File: src/rtl/hpu_regif_axil_mst_pkg.sv
// rtl/hpu_regif_axil_mst_pkg.sv - shared types and constants for the AXI4-lite register master
package hpu_regif_axil_mst_pkg;

  // Stand-ins for the shell AXI-lite widths so this slice builds on its own.
  localparam int DEF_AXIL_ADD_W  = 32;
  localparam int DEF_AXIL_DATA_W = 32;

  localparam logic [1:0] AXI_RESP_OKAY   = 2'b00;
  localparam logic [1:0] AXI_RESP_EXOKAY = 2'b01;
  localparam logic [1:0] AXI_RESP_SLVERR = 2'b10;
  localparam logic [1:0] AXI_RESP_DECERR = 2'b11;

  typedef enum logic [2:0] {
    ST_IDLE   = 3'd0,
    ST_WR_REQ = 3'd1,
    ST_WR_RSP = 3'd2,
    ST_RD_REQ = 3'd3,
    ST_RD_RSP = 3'd4,
    ST_RSP    = 3'd5
  } state_e;

  typedef struct packed {
    logic                       wr;
    logic [DEF_AXIL_ADD_W-1:0]  addr;
    logic [DEF_AXIL_DATA_W-1:0] wdata;
  } cmd_t;

endpackage

File: src/rtl/hpu_regif_axil_mst.sv
// rtl/hpu_regif_axil_mst.sv - single-outstanding AXI4-lite master, optional watchdog via HPU_REGIF_AXIL_MST_TIMEOUT_EN
module hpu_regif_axil_mst
  import hpu_regif_axil_mst_pkg::*;
#(
  parameter int AXIL_ADD_W  = DEF_AXIL_ADD_W,
  parameter int AXIL_DATA_W = DEF_AXIL_DATA_W,
  parameter int ERR_CNT_W   = 8
`ifdef HPU_REGIF_AXIL_MST_TIMEOUT_EN
  ,
  parameter int TIMEOUT_CYC = 1024
`endif
) (
  input  logic                   clk,
  input  logic                   s_rst,
  input  logic                   cmd_vld,
  output logic                   cmd_rdy,
  input  logic                   cmd_wr,
  input  logic [AXIL_ADD_W-1:0]  cmd_addr,
  input  logic [AXIL_DATA_W-1:0] cmd_wdata,
  output logic                   rsp_vld,
  input  logic                   rsp_rdy,
  output logic [AXIL_DATA_W-1:0] rsp_rdata,
  output logic [1:0]             rsp_resp,
  output logic [AXIL_ADD_W-1:0]  m_axil_awaddr,
  output logic                   m_axil_awvalid,
  input  logic                   m_axil_awready,
  output logic [AXIL_DATA_W-1:0] m_axil_wdata,
  output logic                   m_axil_wvalid,
  input  logic                   m_axil_wready,
  input  logic [1:0]             m_axil_bresp,
  input  logic                   m_axil_bvalid,
  output logic                   m_axil_bready,
  output logic [AXIL_ADD_W-1:0]  m_axil_araddr,
  output logic                   m_axil_arvalid,
  input  logic                   m_axil_arready,
  input  logic [AXIL_DATA_W-1:0] m_axil_rdata,
  input  logic [1:0]             m_axil_rresp,
  input  logic                   m_axil_rvalid,
  output logic                   m_axil_rready,
  output logic                   busy,
  output logic [ERR_CNT_W-1:0]   err_cnt
`ifdef HPU_REGIF_AXIL_MST_TIMEOUT_EN
  ,
  output logic                   timeout_err
`endif
);

  state_e                 r_state;
  logic                   r_awvalid;
  logic                   r_wvalid;
  logic [AXIL_ADD_W-1:0]  r_addr;
  logic [AXIL_DATA_W-1:0] r_wdata;
  logic [AXIL_DATA_W-1:0] r_rdata;
  logic [1:0]             r_resp;
  logic [ERR_CNT_W-1:0]   r_err_cnt;

  logic                   w_cap_vld;
  logic [1:0]             w_cap_resp;

  // Response capture: only honoured in the state that owns the matching ready.
  always_comb begin
    w_cap_vld  = 1'b0;
    w_cap_resp = AXI_RESP_OKAY;
    if (r_state == ST_WR_RSP && m_axil_bvalid) begin
      w_cap_vld  = 1'b1;
      w_cap_resp = m_axil_bresp;
    end else if (r_state == ST_RD_RSP && m_axil_rvalid) begin
      w_cap_vld  = 1'b1;
      w_cap_resp = m_axil_rresp;
    end
  end

  // Transaction FSM: AW and W are retired independently, response is held until taken.
  always_ff @(posedge clk) begin
    if (s_rst) begin
      r_state   <= ST_IDLE;
      r_awvalid <= 1'b0;
      r_wvalid  <= 1'b0;
      r_addr    <= '0;
      r_wdata   <= '0;
      r_rdata   <= '0;
      r_resp    <= AXI_RESP_OKAY;
    end else begin
      case (r_state)
        ST_IDLE: begin
          if (cmd_vld) begin
            r_addr  <= cmd_addr;
            r_wdata <= cmd_wdata;
            if (cmd_wr) begin
              r_state   <= ST_WR_REQ;
              r_awvalid <= 1'b1;
              r_wvalid  <= 1'b1;
            end else begin
              r_state <= ST_RD_REQ;
            end
          end
        end
        ST_WR_REQ: begin
          if (r_awvalid && m_axil_awready) r_awvalid <= 1'b0;
          if (r_wvalid && m_axil_wready)   r_wvalid  <= 1'b0;
          if ((!r_awvalid || m_axil_awready) && (!r_wvalid || m_axil_wready))
            r_state <= ST_WR_RSP;
        end
        ST_WR_RSP: begin
          if (w_cap_vld) begin
            r_rdata <= '0;
            r_resp  <= w_cap_resp;
            r_state <= ST_RSP;
          end
        end
        ST_RD_REQ: begin
          if (m_axil_arready) r_state <= ST_RD_RSP;
        end
        ST_RD_RSP: begin
          if (w_cap_vld) begin
            r_rdata <= m_axil_rdata;
            r_resp  <= w_cap_resp;
            r_state <= ST_RSP;
          end
        end
        ST_RSP: begin
          if (rsp_rdy) r_state <= ST_IDLE;
        end
        default: r_state <= ST_IDLE;
      endcase
    end
  end

  // Saturating count of non-OKAY responses.
  always_ff @(posedge clk) begin
    if (s_rst) begin
      r_err_cnt <= '0;
    end else if (w_cap_vld && w_cap_resp != AXI_RESP_OKAY && r_err_cnt != '1) begin
      r_err_cnt <= r_err_cnt + ERR_CNT_W'(1);
    end
  end

  assign cmd_rdy        = (r_state == ST_IDLE);
  assign busy           = (r_state != ST_IDLE);
  assign rsp_vld        = (r_state == ST_RSP);
  assign rsp_rdata      = r_rdata;
  assign rsp_resp       = r_resp;
  assign m_axil_awaddr  = r_addr;
  assign m_axil_awvalid = r_awvalid;
  assign m_axil_wdata   = r_wdata;
  assign m_axil_wvalid  = r_wvalid;
  assign m_axil_bready  = (r_state == ST_WR_RSP);
  assign m_axil_araddr  = r_addr;
  assign m_axil_arvalid = (r_state == ST_RD_REQ);
  assign m_axil_rready  = (r_state == ST_RD_RSP);
  assign err_cnt        = r_err_cnt;

`ifdef HPU_REGIF_AXIL_MST_TIMEOUT_EN
  localparam int TO_W = $clog2(TIMEOUT_CYC + 1);

  state_e          r_prev_state;
  logic [TO_W-1:0] r_to_cnt;
  logic            r_timeout_err;
  logic            w_to_active;
  logic [TO_W-1:0] w_to_done;

  // Cycles completed in the current waiting state, restarting on every state entry.
  always_comb begin
    w_to_active = (r_state == ST_WR_REQ) || (r_state == ST_WR_RSP) ||
                  (r_state == ST_RD_REQ) || (r_state == ST_RD_RSP);
    if (r_state != r_prev_state)
      w_to_done = TO_W'(1);
    else if (r_to_cnt == TO_W'(TIMEOUT_CYC))
      w_to_done = r_to_cnt;
    else
      w_to_done = r_to_cnt + TO_W'(1);
  end

  // Watchdog: flags a stalled slave but never aborts the handshake in flight.
  always_ff @(posedge clk) begin
    if (s_rst) begin
      r_prev_state  <= ST_IDLE;
      r_to_cnt      <= '0;
      r_timeout_err <= 1'b0;
    end else begin
      r_prev_state <= r_state;
      r_to_cnt     <= w_to_active ? w_to_done : '0;
      if (w_to_active && w_to_done == TO_W'(TIMEOUT_CYC)) r_timeout_err <= 1'b1;
    end
  end

  assign timeout_err = r_timeout_err;
`endif

endmodule

File: config.mk
export PLATFORM = sky130hd
export DESIGN_NAME = hpu_regif_axil_mst
export DESIGN_NICKNAME = d
export VERILOG_FILES = /design/src/rtl/hpu_regif_axil_mst_pkg.sv /design/src/rtl/hpu_regif_axil_mst.sv
export SDC_FILE = /design/constraint.sdc
export NUM_CORES = 1
export LEC_CHECK = 0
export BUFFER_PORTS_ARGS = -buffer_cell sky130_fd_sc_hd__buf_2
export CORE_AREA = 4 4 139 141
export CTS_CLUSTER_SIZE = 10
export DETAILED_ROUTE_END_ITERATION = 8
export DIE_AREA = 0 0 143 145
export PLACE_DENSITY = 0.59
export SLEW_MARGIN = 20
export SYNTH_ARGS = -nofsm -noshare
export SYNTH_HDL_FRONTEND = slang
export SYNTH_SLANG_ARGS = --single-unit
File: constraint.sdc
create_clock -name clk -period 4.15 [get_ports clk]
set_input_delay 0.6225 -clock clk [delete_from_list [all_inputs] [get_ports clk]]
set_output_delay 0.6225 -clock clk [all_outputs]
set_load 0.05 [all_outputs]
==> flow_summary.toml, run 1 <==
[placed_design]
dpl_cell_area_um2 = 5680
place.gp.congestion = 0.741
pre_cts_slack_ps = 1430
placed_cells = 982
io_buffers = 255
hpwl_mm = 9.79

[outcome]
status = "complete, no violations"

[yosys]
ys.flop_type = "dfxtp_1"
synth_nets = 676
synth.distinct_cells = 40
synth.avg_cell_area_um2 = 7.92
ys_ff_latch = 111
synth-edff-count = 0
synth-async-reset-ratio_pct = 0
synth_seq_area_share_pct = 49.7
netlist_area_um2 = 4480
synth_cells = 565
yosys_warnings = 0

[cts]
cts_root_buffer = "clkbuf_16"
ctsResizeCount = 0
ctsHoldBuffers = 0
cts_buffers = 9
clkTransAtPathRegs_ps = 70
postCtsSetupBuffers = 0
clock_tree.buffer_depth = 2
clock_sinks = 111
clock_latency_ps = 340
cts_tree = "done"
cts-htree-levels = 3

[detailed_routing]
drc = 0
drtPass1Iterations = 6
drt_iter0_markers = 228
viasPerCell = 4.35
routedLengthMet1_mm = 5.63
ant_nets = 0
avgRoutedWirePerCell_um = 13.8
wl_met3_um = 856
top_layer_used = "met4"
wl_mm = 13.8
routed-wl-met2_mm = 7.02
vias = 4338

[critical_path]
path_max_fanout = 14
crit_family = "simple AND/OR/NAND/NOR gates"
worst-path-buf-inv = 1
crit_path_start_kind = "register"
end_kind = "output port"
slowest_stage = "nor3b_2"
critPathKind = "reg2out"
slowest_delay_ps = 800
critPathRequiredTime_ps = 3530
crit_chain = "nor3b_2, buf_2"
worstPathArrival_ps = 2130
r2r_slack_ps = 1580

[timing]
grt_setup_unrepaired = "no"
hold_viol = 0
period_minus_slack_ps = 2750
period_share_pct = 66.2
worstMarginPinSlew_ps = 901
hold_ws_ps = 448
slew_violations = 0
fmax_mhz = 364
setup_violations = 0
relSlewSlack_pct = 39.1
skew_ps = 6.51
tns_ps = 0
setup_ws_ps = 1400

[die]
ioPinCount = 256
die_h_um = 145
core_um2 = 18000
dieArea_um2 = 20700
initial_utilization_pct = 24.9
die_w_um = 143
placementRows = 49

[global_routing]
grt_max_degree = 71
grt_overflow = 0
first_global_vias = 4091
grt_usage_pct = 12.7
antenna_found_initial = 0
grt_pass1_wl_mm = 21.5

[final_layout]
nets = 875
fin_cells = 998
final_util_pct = 33.5
stdcell_area_um2 = 6010
layout_common_cells = "buf_2, nand2_1, dfxtp_1"
final_common_cell = "buf_2"
drive_gt1_share_pct = 37.5
nFillCells = 1931
n_antenna_cell = 0
syn2layout_area_growth_pct = 34.3

[power]
power.total_mw = 3.83
vdd_ir_drop_max_v = 0.000442
power.leakage_nw = 2.79
power_density_nw_per_um2 = 637

[flow_run]
drv.max_cap_violation_count = 0

[worst_hold_path]
hp-class = "reg2reg"
[final cells by class]
type                       instances  area (um2)  share of cell area (%)
inverter                           9        33.8                   0.562
clock buffer                      13         280                    4.66
sequential                       111        2220                    37.0
multi-input combinational        373        1820                    30.3
clock inverter                     3        47.5                   0.791
tap                              229         287                    4.77
timing repair buffer             260        1320                    21.9
[cells in the mapped netlist, types with 2 or more instances]
| master | number | share of area [%] |
|---|---|---|
| a21oi_1 | 109 | 12 |
| a32oi_1 | 2 | 0.39 |
| and3b_1 | 2 | 0.39 |
| buf_2 | 13 | 1.5 |
| buf_4 | 32 | 5.4 |
| clkbuf_1 | 25 | 2.1 |
| dfxtp_1 | 111 | 50 |
| inv_1 | 9 | 0.75 |
| mux2_2 | 3 | 0.75 |
| mux2i_1 | 3 | 0.67 |
| nand2_1 | 168 | 14 |
| nand2b_1 | 3 | 0.42 |
| nand3_1 | 34 | 3.8 |
| nor2_1 | 6 | 0.50 |
| nor2b_1 | 6 | 0.84 |
| nor3_1 | 2 | 0.22 |
| nor3b_1 | 3 | 0.50 |
| nor4_1 | 2 | 0.28 |
| nor4b_1 | 2 | 0.39 |
| o21a_1 | 3 | 0.50 |
| o21ai_0 | 3 | 0.34 |
| o31ai_1 | 3 | 0.50 |
| or2_2 | 2 | 0.28 |
| or4_1 | 3 | 0.50 |
[worst register-to-register path, cell delays in order (launching register included)]
cell and delay (ps):
dfxtp_1 450, nor3_1 540, and2_2 850, buf_4 410, nand2_1 90, a21oi_1 140
[report_power, final]
| group | switching, mW | total, mW | internal, mW |
|---|---|---|---|
| clock | 0.401 | 0.939 | 0.538 |
| sequential | 0.113 | 1.32 | 1.21 |
| combinational | 1.22 | 1.57 | 0.347 |
| total | 1.74 | 3.83 | 2.09 |
[flip-flops by register name (all words and copies together) (netlist names)]
signal,flops
rsp_rdata,32
m_axil_wvalid,1
m_axil_araddr,32
err_cnt,8
m_axil_wdata,32
rsp_resp,2
r_state,3
m_axil_awvalid,1
[layer usage]
metal	GRT usage, %	up-vias
li1	-	2243
met1	15.2	1946
met2	22.4	132
met3	2.57	17
met4	4.37	0
met5	0	-
[kinds of logic (layout without fill, tap and decap cells)]
family,count (synthesis),after routing,synth area share [%]
adder cells (fa/ha/maj),1,1,0.280
AO/OA/AOI/OAI,128,128,15.4
AND/OR/NAND/NOR,238,238,23.2
buffers and inverters,81,285,10.0
multiplexers,6,6,1.43
flip-flops,111,111,49.7
[path summary, 6_finish.rpt]
check | startpoint | endpoint | depth (start not counted)
max reg2reg | r_state[1] | m_axil_araddr[12] | 5
min reg2reg | rsp_rdata[11] | rsp_rdata[11] | 2
min | rsp_rdata[11] | rsp_rdata[11] | 2
max | r_state[2] | m_axil_rready | 2
(Power assumes the default switching activity.)
==> run 2, diff against run 1 <==
Settings changed: ABC_AREA set to 1, CORE_AREA 4 4 139 141 to 4 4 140 142, DIE_AREA 0 0 143 145 to 0 0 144 146, PLACE_DENSITY 0.59 to 0.61.
Clock period 4.15 ns to 2.3 ns, I/O delays scaled along.
==> flow_summary.toml, run 2 <==
[yosys]
synth.top_cell.area_share_pct = 48.9
synth.distinct_cells = 27
synth.most_common_cell = "nor2_1"
synth.avg_cell_area_um2 = 7.59
synthTopCellsByArea = "dfxtp_1, nor2_1, o21ai_0"
synthMuxAreaShare_pct = 0
synth_top_family_by_area = "simple AND/OR/NAND/NOR gates"
synth-edff-count = 0
post-synth-top-area-cell = "dfxtp_1"
yosys_warnings = 0
synth_compound_area_share_pct = 12.4
synth.top_cells.by_count = "nor2_1, dfxtp_1, nand2_1, o21ai_0, nand3_1"
ys_ff_latch = 111
synth-simple-area-share_pct = 26.7
synth-async-reset-ratio_pct = 0
synth_seq_area_share_pct = 48.9
synth-xor-area-share_pct = 0.193
synth_nets = 710
ys.flop_type = "dfxtp_1"
synthAdderAreaFrac_pct = 0.275
netlist_area_um2 = 4550
synth_cells = 599

[placed_design]
hpwl_mm = 9.96
place.gp.congestion = 0.757
io_buffers = 255

[die]
ioPinCount = 256
die_h_um = 146
core_um2 = 18500
dieArea_um2 = 21000
die_w_um = 144
placementRows = 50
initial_utilization_pct = 24.6

[detailed_routing]
drt_iter0_markers = 173
ant_nets = 0
avgRoutedWirePerCell_um = 13.3
viasPerCell = 4.32
vias = 4506
drtPass1Iterations = 4
drc = 0
wl_mm = 13.9

[outcome]
status = "complete, no violations"

[power]
power_density_nw_per_um2 = 1430
power.leakage_nw = 3.04
vdd_ir_drop_max_v = 0.000637

[cts]
ctsResizeCount = 0
clock_latency_ps = 350
cts-htree-levels = 3
cts_root_buffer = "clkbuf_16"
ctsHoldBuffers = 0
cts_buffers = 9
postCtsSetupBuffers = 0
clock_sinks = 111
clkTransAtPathRegs_ps = 80
clock_tree.buffer_depth = 2
cts_tree = "done"

[timing]
skew_ps = 7.79
fmax_mhz = 517
slew_violations = 0
hold_viol = 0
setup_violations = 0
hold_ws_ps = 211
period_share_pct = 84.1
relSlewSlack_pct = 68.4
period_minus_slack_ps = 1930
worstMarginPinSlew_ps = 473
tns_ps = 0
grt_setup_unrepaired = "no"

[worst_hold_path]
holdPathStages = 3
hp-class = "in2reg"

[global_routing]
grt_overflow = 0
grt_max_degree = 65
grt_pass1_wl_mm = 21.4
antenna_found_initial = 0
grt_usage_pct = 12.7
first_global_vias = 4201

[critical_path]
critPathRequiredTime_ps = 1960
end_kind = "output port"
critPathKind = "reg2out"
reg2reg_depth = 8
path_max_fanout = 14
crit_path_start_kind = "register"
worstPathArrival_ps = 1590

[final_layout]
final_common_cell = "buf_2"
syn2layout_area_growth_pct = 32.5
drive_gt1_share_pct = 37.1
layout_common_cells = "buf_2, nor2_1, dfxtp_1"
final_util_pct = 32.6
n_antenna_cell = 0
nets = 915

[flow_run]
drv.max_cap_violation_count = 0
## run 2: final cells by class
type                    instances  area, um2
flip-flops and latches        111       2220
multi-input cells             397       1800
clock inverters                 6       47.5
inverters                      24       92.6
fillers                      1963      12400
well taps                     234        293
repair buffers                261       1350
clock buffers                   9        225
## run 2: stage by stage
stage	instances	setup slack, ps	power (mW)	cell area (um2)
4_1_cts	1042	332	8.77	6020
2_1_floorplan	599	311	6.40	4550
3_5_place_dp	1027	414	7.23	5750
6_report	1042	366	8.62	6020
5_1_grt	1042	247	9.19	6020
3_3_place_gp	1027	502	7.21	5750
## run 2: layer usage
metal	share of wire, %	vias up	global-route usage, %	wire (um)
li1	-	2305	-	-
met1	44	2009	16.2	6130
met2	45	179	20.3	6300
met3	8.8	13	3.65	1220
met4	1.5	0	4.43	211
met5	0	-	0	0
## run 2: worst paths after layout
| kind | from | end | slack, ps |
|---|---|---|---|
| worst max-delay path | r_state[0] | m_axil_rready | 370 |
| worst min-delay path | cmd_wdata[30] | m_axil_wdata[30] | 210 |
| worst min register to register | rsp_rdata[17] | rsp_rdata[17] | 460 |
| worst max register to register | r_state[0] | rsp_rdata[27] | 430 |
## run 2: cells by family (layout without fill, tap and decap cells)
group                      Yosys count  count (layout)
AOI/OAI and AO/OA                  112             112
xor gates and xnor gates             1               1
adders and majority gates            1               1
buffers and inverters               91             300
DFF                                111             111
and+or+nand+nor                    283             283
## run 2: where the power goes
part	leakage (nW)	switching [mW]	total (mW)	internal, mW
logic	2.00	3.57	4.50	0.930
registers	0.909	0.294	2.64	2.35
clock network	0.132	0.739	1.48	0.738
## run 2: worst max-delay path, cell delays in order (launching register included)
cell and delay [ps]:
dfxtp_1 420, nor2_4 190, nand2_2 90, inv_2 210
buf_2 330
